**src/rtl/afs_dram_bridge.sv**
```systemverilog
// afs_dram_bridge: turns single-word core read/write requests into DRAM AR/R/AW/W/B transactions, one at a time
// Ports: clk, rst_n (async, active-high); core side req_valid/req_ready/req_write/req_no/req_wdata,
//        rsp_valid/rsp_rdata/rsp_err; DRAM side AR, R, AW, W, B channels.
// Optional: define AFS_BRIDGE_CACHE_EN for a one-entry write-through cache that serves repeat reads.
module afs_dram_bridge #(
  parameter int ADDR_W = 17,
  parameter int DATA_W = 64,
  parameter int NO_W = 8,
  parameter logic [ADDR_W-1:0] BASE_ADDR = 17'h10000
) (
  input  logic              clk,
  input  logic              rst_n,
  input  logic              req_valid,
  output logic              req_ready,
  input  logic              req_write,
  input  logic [NO_W-1:0]   req_no,
  input  logic [DATA_W-1:0] req_wdata,
  output logic              rsp_valid,
  output logic [DATA_W-1:0] rsp_rdata,
  output logic              rsp_err,
  output logic              AR_VALID,
  input  logic              AR_READY,
  output logic [ADDR_W-1:0] AR_ADDR,
  input  logic              R_VALID,
  output logic              R_READY,
  input  logic [1:0]        R_RESP,
  input  logic [DATA_W-1:0] R_DATA,
  output logic              AW_VALID,
  input  logic              AW_READY,
  output logic [ADDR_W-1:0] AW_ADDR,
  output logic              W_VALID,
  input  logic              W_READY,
  output logic [DATA_W-1:0] W_DATA,
  input  logic              B_VALID,
  output logic              B_READY,
  input  logic [1:0]        B_RESP
);
  typedef enum logic [2:0] {IDLE, RD_AR, RD_R, WR_AW, WR_W, WR_B, RESP} state_t;
  state_t state, state_nxt;
  logic err, hit;
  logic [ADDR_W-1:0] addr;
  assign addr = BASE_ADDR + ADDR_W'({req_no, 3'b000});
  assign req_ready = state == IDLE;
`ifdef AFS_BRIDGE_CACHE_EN
  logic c_valid, hit_q, wr_q;
  logic [NO_W-1:0] c_tag, no_q;
  logic [DATA_W-1:0] c_data;
  assign hit = c_valid && c_tag == req_no && !req_write;
`else
  assign hit = 1'b0;
`endif
  always_comb begin
    state_nxt = state;
    case (state)
      IDLE:    state_nxt = !req_valid ? IDLE : hit ? RESP : req_write ? WR_AW : RD_AR;
      RD_AR:   state_nxt = AR_READY ? RD_R : RD_AR;
      RD_R:    state_nxt = R_VALID ? RESP : RD_R;
      WR_AW:   state_nxt = AW_READY ? WR_W : WR_AW;
      WR_W:    state_nxt = W_READY ? WR_B : WR_W;
      WR_B:    state_nxt = B_VALID ? RESP : WR_B;
      default: state_nxt = IDLE;
    endcase
  end
  always_ff @(posedge clk or posedge rst_n) begin
    if (rst_n) begin
      state <= IDLE;
      AR_VALID <= 1'b0;
      AW_VALID <= 1'b0;
      W_VALID <= 1'b0;
      R_READY <= 1'b0;
      B_READY <= 1'b0;
      AR_ADDR <= '0;
      AW_ADDR <= '0;
      W_DATA <= '0;
      rsp_valid <= 1'b0;
      rsp_rdata <= '0;
      rsp_err <= 1'b0;
      err <= 1'b0;
`ifdef AFS_BRIDGE_CACHE_EN
      c_valid <= 1'b0;
      c_tag <= '0;
      c_data <= '0;
      hit_q <= 1'b0;
      wr_q <= 1'b0;
      no_q <= '0;
`endif
    end else begin
      state <= state_nxt;
`ifdef AFS_BRIDGE_CACHE_EN
      // a cache hit already pulsed rsp_valid at acceptance, so its RESP cycle stays quiet
      rsp_valid <= state == RESP && !hit_q;
`else
      rsp_valid <= state == RESP;
`endif
      case (state)
        IDLE: if (req_valid) begin
`ifdef AFS_BRIDGE_CACHE_EN
          hit_q <= hit;
          wr_q <= req_write;
          no_q <= req_no;
          if (hit) begin
            rsp_valid <= 1'b1;
            rsp_err <= 1'b0;
            err <= 1'b0;
            rsp_rdata <= c_data;
          end else
`endif
          if (req_write) begin
            AW_VALID <= 1'b1;
            AW_ADDR <= addr;
            W_DATA <= req_wdata;
          end else begin
            AR_VALID <= 1'b1;
            AR_ADDR <= addr;
          end
        end
        RD_AR: if (AR_READY) begin
          AR_VALID <= 1'b0;
          R_READY <= 1'b1;
        end
        RD_R: if (R_VALID) begin
          R_READY <= 1'b0;
          rsp_rdata <= R_DATA;
          err <= |R_RESP;
        end
        WR_AW: if (AW_READY) begin
          AW_VALID <= 1'b0;
          W_VALID <= 1'b1;
        end
        WR_W: if (W_READY) begin
          W_VALID <= 1'b0;
          B_READY <= 1'b1;
        end
        WR_B: if (B_VALID) begin
          B_READY <= 1'b0;
          err <= |B_RESP;
        end
        RESP: begin
          rsp_err <= err;
`ifdef AFS_BRIDGE_CACHE_EN
          if (!hit_q) begin
            c_valid <= !err;
            c_tag <= no_q;
            c_data <= wr_q ? W_DATA : rsp_rdata;
          end
`endif
        end
        default: ;
      endcase
    end
  end
endmodule

```
**config.mk**
```make
export PLATFORM = sky130hd
export DESIGN_NAME = afs_dram_bridge
export DESIGN_NICKNAME = d
export VERILOG_FILES = /design/src/rtl/afs_dram_bridge.sv
export SDC_FILE = /design/constraint.sdc
export NUM_CORES = 1
export LEC_CHECK = 0
export ABC_AREA = 1
export BUFFER_PORTS_ARGS = -buffer_cell sky130_fd_sc_hd__clkbuf_2
export CORE_MARGIN = 3
export CORE_UTILIZATION = 41
export DETAILED_ROUTE_END_ITERATION = 7
export GPL_TIMING_DRIVEN = 0
export PLACE_DENSITY = 0.81
export REMOVE_ABC_BUFFERS = 1
export SLEW_MARGIN = 20
export SYNTH_ARGS = -nofsm -noshare
export SYNTH_HDL_FRONTEND = slang
export SYNTH_SLANG_ARGS = --single-unit
```
**constraint.sdc**
```tcl
create_clock -name clk -period 4.9 [get_ports clk]
set_input_delay 0.98 -clock clk [delete_from_list [all_inputs] [get_ports clk]]
set_output_delay 0.98 -clock clk [all_outputs]
set_load 0.05 [all_outputs]
```
==> flow_summary.toml, run 1 <==
[outcome]
status = "completed"

[worst_setup_path]
setup.worst_path.start_class = "register"
largest_driver_fanout_on_the_critical_path = 69
critical-path-max-stage-delay_ps = 880
worst_setup_path_end_kind = "register"
critical_path.top_delay_family = "simple AND/OR/NAND/NOR gates"
worstPathCellList = "inv_2 -> nor3_2 -> nand2_4 -> clkinv_2 -> nand2_1 -> nand2_1"
cp_slowest_cell = "sky130_fd_sc_hd__clkinv_2"
crit_arrival_ps = 3030
worst_ep_required_time_ps = 5180
count_of_buffering_cells_on_the_critical_path_with_inverters_included = 2
worst-setup-path-type = "reg -> reg"
path_common_cell = "sky130_fd_sc_hd__nand2_1"

[yosys]
synthDominantAreaCellType = "sky130_fd_sc_hd__dfrtp_1"
synthMostInstantiatedCell = "sky130_fd_sc_hd__nand2_1"
ys_dominant_reg_cell = "sky130_fd_sc_hd__dfrtp_1"
fraction_of_synthesized_cell_area_in_xor_and_xnor_cells = 0
synth_enable_flop_cells = 0
synthDistinctLibCells = 21
ys.warnings.count = 0
synthArstFlopShare = 1.00
post_synth_instance_area_sq_um = 6260
part_of_the_yosys_area_used_for_sequential_elements = 0.628
post_synth_and_or_nand_nor_area_fraction = 0.201
yosys.area.top_type_share = 0.628
netlist_top_cells_area = "sky130_fd_sc_hd__dfrtp_1, sky130_fd_sc_hd__nand2_1, sky130_fd_sc_hd__o21ai_0"
largest_family_of_logic_cells_by_synthesized_area = "simple AND/OR/NAND/NOR gates"
avg_cell_area_syn_sq_um = 8.98
synth_fa_ha_area_frac = 0
synth_common_cells = "sky130_fd_sc_hd__nand2_1, sky130_fd_sc_hd__dfrtp_1, sky130_fd_sc_hd__inv_1"
yosys_register_bits = 157
multiplexer_area_fraction_after_synthesis = 0
synth_cells = 697
synth-compound-area-share = 0.0668

[timing]
maxSlewHeadroom = 0.409
timing_worst_slew_pin_value_ps = 887
hold_slack_ps = 470
totalNegativeSetupSlack_ps = 0
period_share = 0.560
max_slew_vio_count = 0
min_period_ps = 2750
grt_setup_unrepaired = "false"
fmaxAchievable_mhz = 364
hold_violations = 0
clock_skew_ps = 6.10
finalSetupViolations = 0

[global_route]
number_of_global_route_vias_before_repair = 4796
grt.total_usage = 0.181
grt_start_max_net_pins = 98
global_route.overflow_total = 0
grt_antenna_before_repair = 0
grt_pass1_wl_um = 23700

[die]
overall_die_height_um = 130
num_rows = 44
floorplan.core_area_sq_um = 14800
die_w_um = 130
fp.dieArea_sq_um = 16800
initial_core_util = 0.424
num_io_pins = 319

[pwr]
clock_network_fraction_of_total_power = 0.178
power.share.sequential = 0.316
vdd_drop_max_v = 0.000454
net-switching-power_w = 0.00369
pwr_density_cell_nw_per_um2 = 832
switching_share = 0.527
cellInternalPower_w = 0.00331
p_leak_nw = 5.06
power_frac_comb = 0.507

[finish]
seqCellArea_sq_um = 3930
fillers = 1308
post_route_cells_drive_above_1_share = 0.343
share_of_the_core_filled_with_cells = 0.570
final_net_count = 1142
diodes = 0
multi_input_comb_area_sq_um = 1740
area_growth_syn_to_layout_pct = 34.4
final_area_sq_um = 8410

[clocking]
cts_repair_resize_count = 0
ctsHoldBuffers = 0
cts_made_buffers = 17
cts_max_path_buffers = 2
postCtsSetupBuffers = 0
worst_skew_late_latency_ps = 410
clkSinkCount = 157
htree_levels = 4
clk_pin_slew_worst_paths_ps = 60
cts_root_buffer = "sky130_fd_sc_hd__clkbuf_16"
tritoncts = "done"

[detailed_routing]
topRoutingLayerUsed = "met4"
met1Wirelength_um = 6290
met3_length_um = 1590
route.final.wire_length_um = 15600
drt_iter0_markers = 214
route.detailed.drc = 0
detail_route.vias_per_cell = 4.41
routedWlPerCell_um = 13.1
vias = 5242
postRouteAntennaNets = 0
dr_wl_met2_um = 7540
first_pass_iters = 6

[min_path]
timing.hold.worst.class = "reg -> reg"

[placement]
io_buffer_count = 302
place_hpwl_um = 11700
gp_congestion = 0.757
placedInstanceArea_sq_um = 7850

[job]
maxCapViolations = 0
-- flip-flops by register name, indices dropped and copies added, names as in the netlist --
register / cells
W_VALID: 1
AW_ADDR: 9
W_DATA: 64
AW_VALID: 1
state: 3
R_READY: 1
AR_VALID: 1
rsp_rdata: 64
err: 1
rsp_err: 1
rsp_valid: 1
AR_ADDR: 9
B_READY: 1
-- final timing paths --
path	startpoint	endpoint	slack, ps	cells past startpoint
min in group asynchronous	rst_n	W_DATA[32]$_DFFE_PP0P_	580	2
worst max register to register	state[1]$_DFF_PP0_	rsp_rdata[13]$_DFFE_PP0P_	2150	6
worst max-delay path	state[1]$_DFF_PP0_	rsp_rdata[13]$_DFFE_PP0P_	2150	6
worst min register to register	AR_ADDR[16]$_DFFE_PP0P_	AR_ADDR[16]$_DFFE_PP0P_	470	2
worst min-delay path	AR_ADDR[16]$_DFFE_PP0P_	AR_ADDR[16]$_DFFE_PP0P_	470	2
max in group asynchronous	rst_n	W_VALID$_DFFE_PP0P_	3500	3
-- through the flow --
stage | cells | setup slack (ps) | power, W
floorplan | 664 | -315 | 0.00486
global placement | 1150 | -2030 | 0.00573
detailed placement | 1158 | 1740 | 0.00581
CTS | 1190 | 2120 | 0.00707
global route | 1190 | 1900 | 0.00740
finish | 1190 | 2150 | 0.00700
-- final cells by class --
type | count | share of cell area
Sequential cell | 157 | 0.467
Multi-Input combinational cell | 422 | 0.207
Inverter | 85 | 0.0390
Timing Repair Buffer | 310 | 0.193
Clock inverter | 11 | 0.0131
Tap cell | 184 | 0.0274
Clock buffer | 21 | 0.0536
-- per-layer routing --
metal / vias up / GRT usage
met1: 2320 / 0.219
li1: 2672 / -
met4: 0 / 0.0581
met2: 234 / 0.304
met3: 16 / 0.0655
met5: - / 0
-- layout by cell type (no fill, tap or decap), types with 3 or more instances in the layout --
| master | instances |
|---|---|
| sky130_fd_sc_hd__clkbuf_2 | 302 |
| sky130_fd_sc_hd__dfrtp_1 | 157 |
| sky130_fd_sc_hd__nand3_1 | 7 |
| sky130_fd_sc_hd__inv_6 | 4 |
| sky130_fd_sc_hd__inv_1 | 82 |
| sky130_fd_sc_hd__clkbuf_1 | 3 |
| sky130_fd_sc_hd__buf_6 | 6 |
| sky130_fd_sc_hd__conb_1 | 16 |
| sky130_fd_sc_hd__o21ai_0 | 82 |
| sky130_fd_sc_hd__nor2_1 | 9 |
| sky130_fd_sc_hd__clkinvlp_4 | 6 |
| sky130_fd_sc_hd__nand4_1 | 6 |
| sky130_fd_sc_hd__nand2_1 | 296 |
| sky130_fd_sc_hd__clkbuf_16 | 17 |
-- power groups by stage --
stage          sequential [W]  combinational, W  clock, W
5_1_grt               0.00228           0.00378   0.00134
2_1_floorplan         0.00416          0.000706         0
3_3_place_gp          0.00220           0.00353         0
6_report              0.00221           0.00354   0.00125
4_1_cts               0.00221           0.00359   0.00127
3_5_place_dp          0.00221           0.00360         0
-- worst min-delay path, delay by kind of cell (launching register included) --
kind / cells / cell delay [ps]
buf+inv: 1 / 40
simple gates: 1 / 50
flops: 1 / 350
-- cells by family (layout without fill, tap and decap cells) --
| kind of cell | Yosys count | count (layout) |
|---|---|---|
| AO/OA/AOI/OAI | 83 | 83 |
| flip-flops | 157 | 157 |
| AND/OR/NAND/NOR | 323 | 323 |
| buffers and inverters | 133 | 427 |
| other | 1 | 16 |
Note: power is estimated with default switching activity, not from simulation.
==> run 2, diff against run 1 <==
CORE_UTILIZATION = 46   (was 41)
PLACE_DENSITY = 0.86   (was 0.81)
clock period = 2.7 ns   (was 4.9 ns; I/O delays follow)
==> run 2 against run 1 <==
Compared with the run above:
- critical path depth up 3
- final area about the same
- largest power group unchanged
- via count rose by 2.6%
- sequential power grew 82%
==> flow_summary.toml, run 2 (synthesis gave the netlist of run 1 again) <==
[outcome]
status = "completed"

[global_route]
grt_pass1_wl_um = 24700
grt.total_usage = 0.211
number_of_global_route_vias_before_repair = 5200
global_route.overflow_total = 0
grt_start_max_net_pins = 89
grt_antenna_before_repair = 0

[detailed_routing]
first_pass_iters = 4
routedWlPerCell_um = 13.7
vias = 5378
drt_iter0_markers = 259
detail_route.vias_per_cell = 4.57
route.detailed.drc = 0
postRouteAntennaNets = 0
route.final.wire_length_um = 16100

[clocking]
worst_skew_late_latency_ps = 400
htree_levels = 4
cts_max_path_buffers = 2
clk_pin_slew_worst_paths_ps = 60
tritoncts = "done"
postCtsSetupBuffers = 0
cts_made_buffers = 17
clkSinkCount = 157
cts_root_buffer = "sky130_fd_sc_hd__clkbuf_16"

[finish]
post_route_cells_drive_above_1_share = 0.343
layoutNonFillerInstCount = 1176
final_area_sq_um = 8410
diodes = 0
fillers = 1019
top_regs = "W_DATA: 64 flops, rsp_rdata: 64 flops"
final_net_count = 1142
area_growth_syn_to_layout_pct = 34.4
layout_commonest_cell = "sky130_fd_sc_hd__clkbuf_2"
most-common-layout-cells = "sky130_fd_sc_hd__clkbuf_2, sky130_fd_sc_hd__nand2_1, sky130_fd_sc_hd__dfrtp_1, sky130_fd_sc_hd__inv_1, sky130_fd_sc_hd__o21ai_0"

[pwr]
pwr_density_cell_nw_per_um2 = 1520
vdd_drop_max_v = 0.000931
clock_network_fraction_of_total_power = 0.180
power_frac_comb = 0.504
power.share.sequential = 0.315
switching_share = 0.520
cellInternalPower_w = 0.00614
net-switching-power_w = 0.00665
p_leak_nw = 5.09

[worst_setup_path]
crit_arrival_ps = 2690
setup.worst_path.start_class = "register"
r2r.worst_path.cells = 9
worst_ep_required_time_ps = 2980
worst-setup-path-type = "reg -> reg"
worst_setup_path_end_kind = "register"
largest_driver_fanout_on_the_critical_path = 24

[timing]
maxSlewHeadroom = 0.517
min_period_ps = 2410
hold_violations = 0
hold_slack_ps = 169
setup_ws_ps = 286
grt_setup_unrepaired = "false"
timing_worst_slew_pin_value_ps = 725
clock_skew_ps = 5.33
fmaxAchievable_mhz = 414
finalSetupViolations = 0
max_slew_vio_count = 0
period_share = 0.894

[die]
fp.dieArea_sq_um = 15000
overall_die_height_um = 123
num_io_pins = 319
num_rows = 41
die_w_um = 123
floorplan.core_area_sq_um = 13000
initial_core_util = 0.482

[job]
maxCapViolations = 0

[placement]
placedInstanceArea_sq_um = 7830
dpl.cell_count = 1146
place_hpwl_um = 12200
dp_worst_setup_slack_ps = 71.7
io_buffer_count = 302
gp_congestion = 0.830

[min_path]
timing.hold.worst.class = "in -> async"
-- run 2: metal layers --
layer,global-route usage,up-vias,share of wire
met3,0.0797,34,0.096
met5,0,-,0
met2,0.372,241,0.51
met4,0.0840,0,0.024
met1,0.229,2441,0.37
li1,-,2662,-
-- run 2: power groups by stage --
| stage | clock (W) | sequential [W] | combinational [W] |
|---|---|---|---|
| CTS | 0.00235 | 0.00403 | 0.00652 |
| floorplan | 0 | 0.00754 | 0.00128 |
| finish | 0.00231 | 0.00403 | 0.00645 |
| detailed placement | 0 | 0.00403 | 0.00652 |
| global route | 0.00247 | 0.00415 | 0.00685 |
| global placement | 0 | 0.00401 | 0.00638 |
-- run 2: metrics by stage --
step	setup TNS, ps	utilization	total power (W)
final	0	0.648	0.0128
after global routing	0	0.648	0.0135
after CTS	0	0.648	0.0129
after detailed placement	0	0.603	0.0106
after global placement	-832440	0.594	0.0104
after floorplan	-436690	-	0.00882
-- run 2: layout make-up --
class / instances / area, sq um / share of cell area
repair buffers: 310 / 1620 / 0.192
inverters: 85 / 329 / 0.0391
clock buffers: 23 / 488 / 0.0581
clock inverters: 7 / 87.6 / 0.0104
multi-input cells: 422 / 1740 / 0.207
well taps: 172 / 215 / 0.0256
flip-flops and latches: 157 / 3930 / 0.467
-- run 2: worst paths after layout --
kind	slack, ps	endpoint	from
min in group clk	330	rsp_rdata[2]$_DFFE_PP0P_	R_DATA[2]
min reg2reg	470	AW_ADDR[16]$_DFFE_PP0P_	AW_ADDR[16]$_DFFE_PP0P_
max reg2reg	290	W_DATA[62]$_DFFE_PP0P_	state[2]$_DFF_PP0_
max	290	W_DATA[62]$_DFFE_PP0P_	state[2]$_DFF_PP0_
min	170	W_DATA[26]$_DFFE_PP0P_	rst_n
max in group asynchronous	1750	AR_ADDR[10]$_DFFE_PP0P_	rst_n
-- run 2: timing repair --
item,CTS,global route
setup endpoints to repair,0,64
hold buffers,0,0
gates resized for setup,0,1
-- run 2: worst max-delay path: stages, from the launching register on --
cell                      delay, ps
sky130_fd_sc_hd__dfrtp_1        500
sky130_fd_sc_hd__nor2_1         210
sky130_fd_sc_hd__nand4_1        440
sky130_fd_sc_hd__buf_6          350
sky130_fd_sc_hd__buf_6          170
sky130_fd_sc_hd__buf_6          170
sky130_fd_sc_hd__buf_6          160
sky130_fd_sc_hd__buf_6          150
sky130_fd_sc_hd__nand2_1         60
sky130_fd_sc_hd__o21ai_0         80
==> run 3, diff against run 2 <==
CORE_ASPECT_RATIO = 0.5   (was not set)
MAX_ROUTING_LAYER = met4   (was not set)
==> run 3 against run 2 <==
Compared with the run above:
- wire length is 2.9% lower
- critical path type unchanged
- count of clock-buffer cells in the layout is 6 lower
- critical endpoint is now rsp_rdata[18]$_DFFE_PP0P_
- cell count hardly changed
- largest power group unchanged
==> flow_summary.toml, run 3 (synthesis gave the netlist of run 1 again) <==
[global_route]
grt_start_max_net_pins = 113
use_met3 = 0.0393
grt_pass1_wl_um = 23800
number_of_global_route_vias_before_repair = 4895
global_routing_met2_resource_utilization = 0.353
grt_antenna_before_repair = 0
grt.total_usage = 0.202
grt_util_met1 = 0.244
top_usage_layer_grt = "met2"
global_route.overflow_total = 0

[detailed_routing]
postRouteAntennaNets = 0
drt_iter0_markers = 317
route.detailed.drc = 0
first_pass_iters = 6
route.final.wire_length_um = 15700
detail_route.vias_per_cell = 4.51
routedWlPerCell_um = 13.3
vias = 5302

[die]
fp.dieArea_sq_um = 15100
floorplan.core_area_sq_um = 13000
num_io_pins = 319
initial_core_util = 0.482
overall_die_height_um = 88.5
die_w_um = 171
num_rows = 29

[clocking]
cts_max_path_buffers = 2
tritoncts = "done"
clkSinkCount = 157
htree_levels = 4
cts_root_buffer = "sky130_fd_sc_hd__clkbuf_16"
cts_made_buffers = 17
worst_skew_late_latency_ps = 400
ctsHoldBuffers = 0
clk_pin_slew_worst_paths_ps = 70

[finish]
share_of_the_core_filled_with_cells = 0.646
post_route_cells_drive_above_1_share = 0.345
top_regs = "W_DATA: 64 flops, rsp_rdata: 64 flops"
most-common-layout-cells = "sky130_fd_sc_hd__clkbuf_2, sky130_fd_sc_hd__nand2_1, sky130_fd_sc_hd__dfrtp_1, sky130_fd_sc_hd__inv_1, sky130_fd_sc_hd__o21ai_0"
diodes = 0
final_net_count = 1142
area_growth_syn_to_layout_pct = 34.1
layout_commonest_cell = "sky130_fd_sc_hd__clkbuf_2"
layoutNonFillerInstCount = 1175

[job]
maxCapViolations = 0

[timing]
min_period_ps = 2300
setup_ws_ps = 400
maxSlewHeadroom = 0.527
clock_skew_ps = 13.9
max_slew_vio_count = 0
timing_worst_slew_pin_value_ps = 710
grt_setup_unrepaired = "false"
finalSetupViolations = 0
hold_violations = 0
fmaxAchievable_mhz = 435
period_share = 0.852

[worst_setup_path]
worst_setup_path_end_kind = "register"
path_common_cell = "sky130_fd_sc_hd__nand2_1"
cp_slowest_cell = "sky130_fd_sc_hd__inv_4"
worstPathCellList = "nor3_2 -> nand2_4 -> inv_4 -> nand2_1 -> nand2_1"
worst_ep_required_time_ps = 3030
setup.worst_path.start_class = "register"
largest_driver_fanout_on_the_critical_path = 69
crit_arrival_ps = 2630
ff2ff_setup_slack_ps = 400
critical-path-max-stage-delay_ps = 640
worst-setup-path-type = "reg -> reg"

[placement]
dp_worst_setup_slack_ps = 50.7
place_hpwl_um = 11800
gp_congestion = 0.821
io_buffer_count = 302
dpl.cell_count = 1144

[outcome]
status = "completed"

[pwr]
pwr_density_cell_nw_per_um2 = 1520
p_leak_nw = 5.07
vdd_drop_max_v = 0.000862

[min_path]
timing.hold.worst.class = "in -> async"
[run 3: cell types whose count changed in the layout (fill, tap and decap cells not counted), sizes merged]
cell      before  now
clkbuf       325  319
inv           85   90
clkinvlp       1    4
bufinv         2    1
[run 3: final cells by class]
type,count,area (sq um)
fill,1097,4600
tap,170,213
multi-input combinational,422,1740
clock buffer,17,425
sequential,157,3930
inverter,85,329
clock inverter,14,138
timing repair buffer,310,1620
[run 3: per-stage QoR]
| stage | TNS (ps) | hold slack, ps | cell area, sq um | power, W |
|---|---|---|---|---|
| final | 0 | 124 | 8390 | 0.0127 |
| after global routing | 0 | 139 | 8390 | 0.0134 |
| after CTS | 0 | 130 | 8390 | 0.0128 |
| after detailed placement | 0 | 451 | 7830 | 0.0105 |
| after global placement | -794120 | 449 | 7710 | 0.0103 |
| after floorplan | -436690 | 443 | 5980 | 0.00882 |
[run 3: where the power goes]
group	internal, W	leakage, nW	switching, W
registers	0.00340	1.96	0.000610
clock network	0.00129	0.265	0.000986
logic	0.00130	2.85	0.00514
total	0.00598	5.07	0.00673
[run 3: final timing paths]
kind,from,to,depth (start not counted)
setup reg to reg,state[2]$_DFF_PP0_,rsp_rdata[18]$_DFFE_PP0P_,5
hold / removal,rst_n,W_DATA[26]$_DFFE_PP0P_,2
hold reg to reg,AW_ADDR[16]$_DFFE_PP0P_,AW_ADDR[16]$_DFFE_PP0P_,2
min in group clk,R_DATA[12],rsp_rdata[12]$_DFFE_PP0P_,3
setup / recovery,state[2]$_DFF_PP0_,rsp_rdata[18]$_DFFE_PP0P_,5
max in group asynchronous,rst_n,rsp_rdata[30]$_DFFE_PP0P_,3
[run 3: critical path, delay by kind of cell (launching register included)]
family | cells | cell delay, ps
flip-flops | 1 | 500
buffers and inverters | 1 | 640
AND/OR/NAND/NOR | 4 | 1050
[run 3: metal layers]
metal / up-vias / wire length (um)
li1: 2671 / -
met1: 2434 / 6320
met2: 173 / 8330
met3: 24 / 697
met4: 0 / 311
met5: - / 0
[run 3: timing repair]
action	4_1_cts	5_1_grt
setup endpoints to repair	0	62
hold endpoints to repair	0	0
resized for setup	0	1
setup buffers	0	0
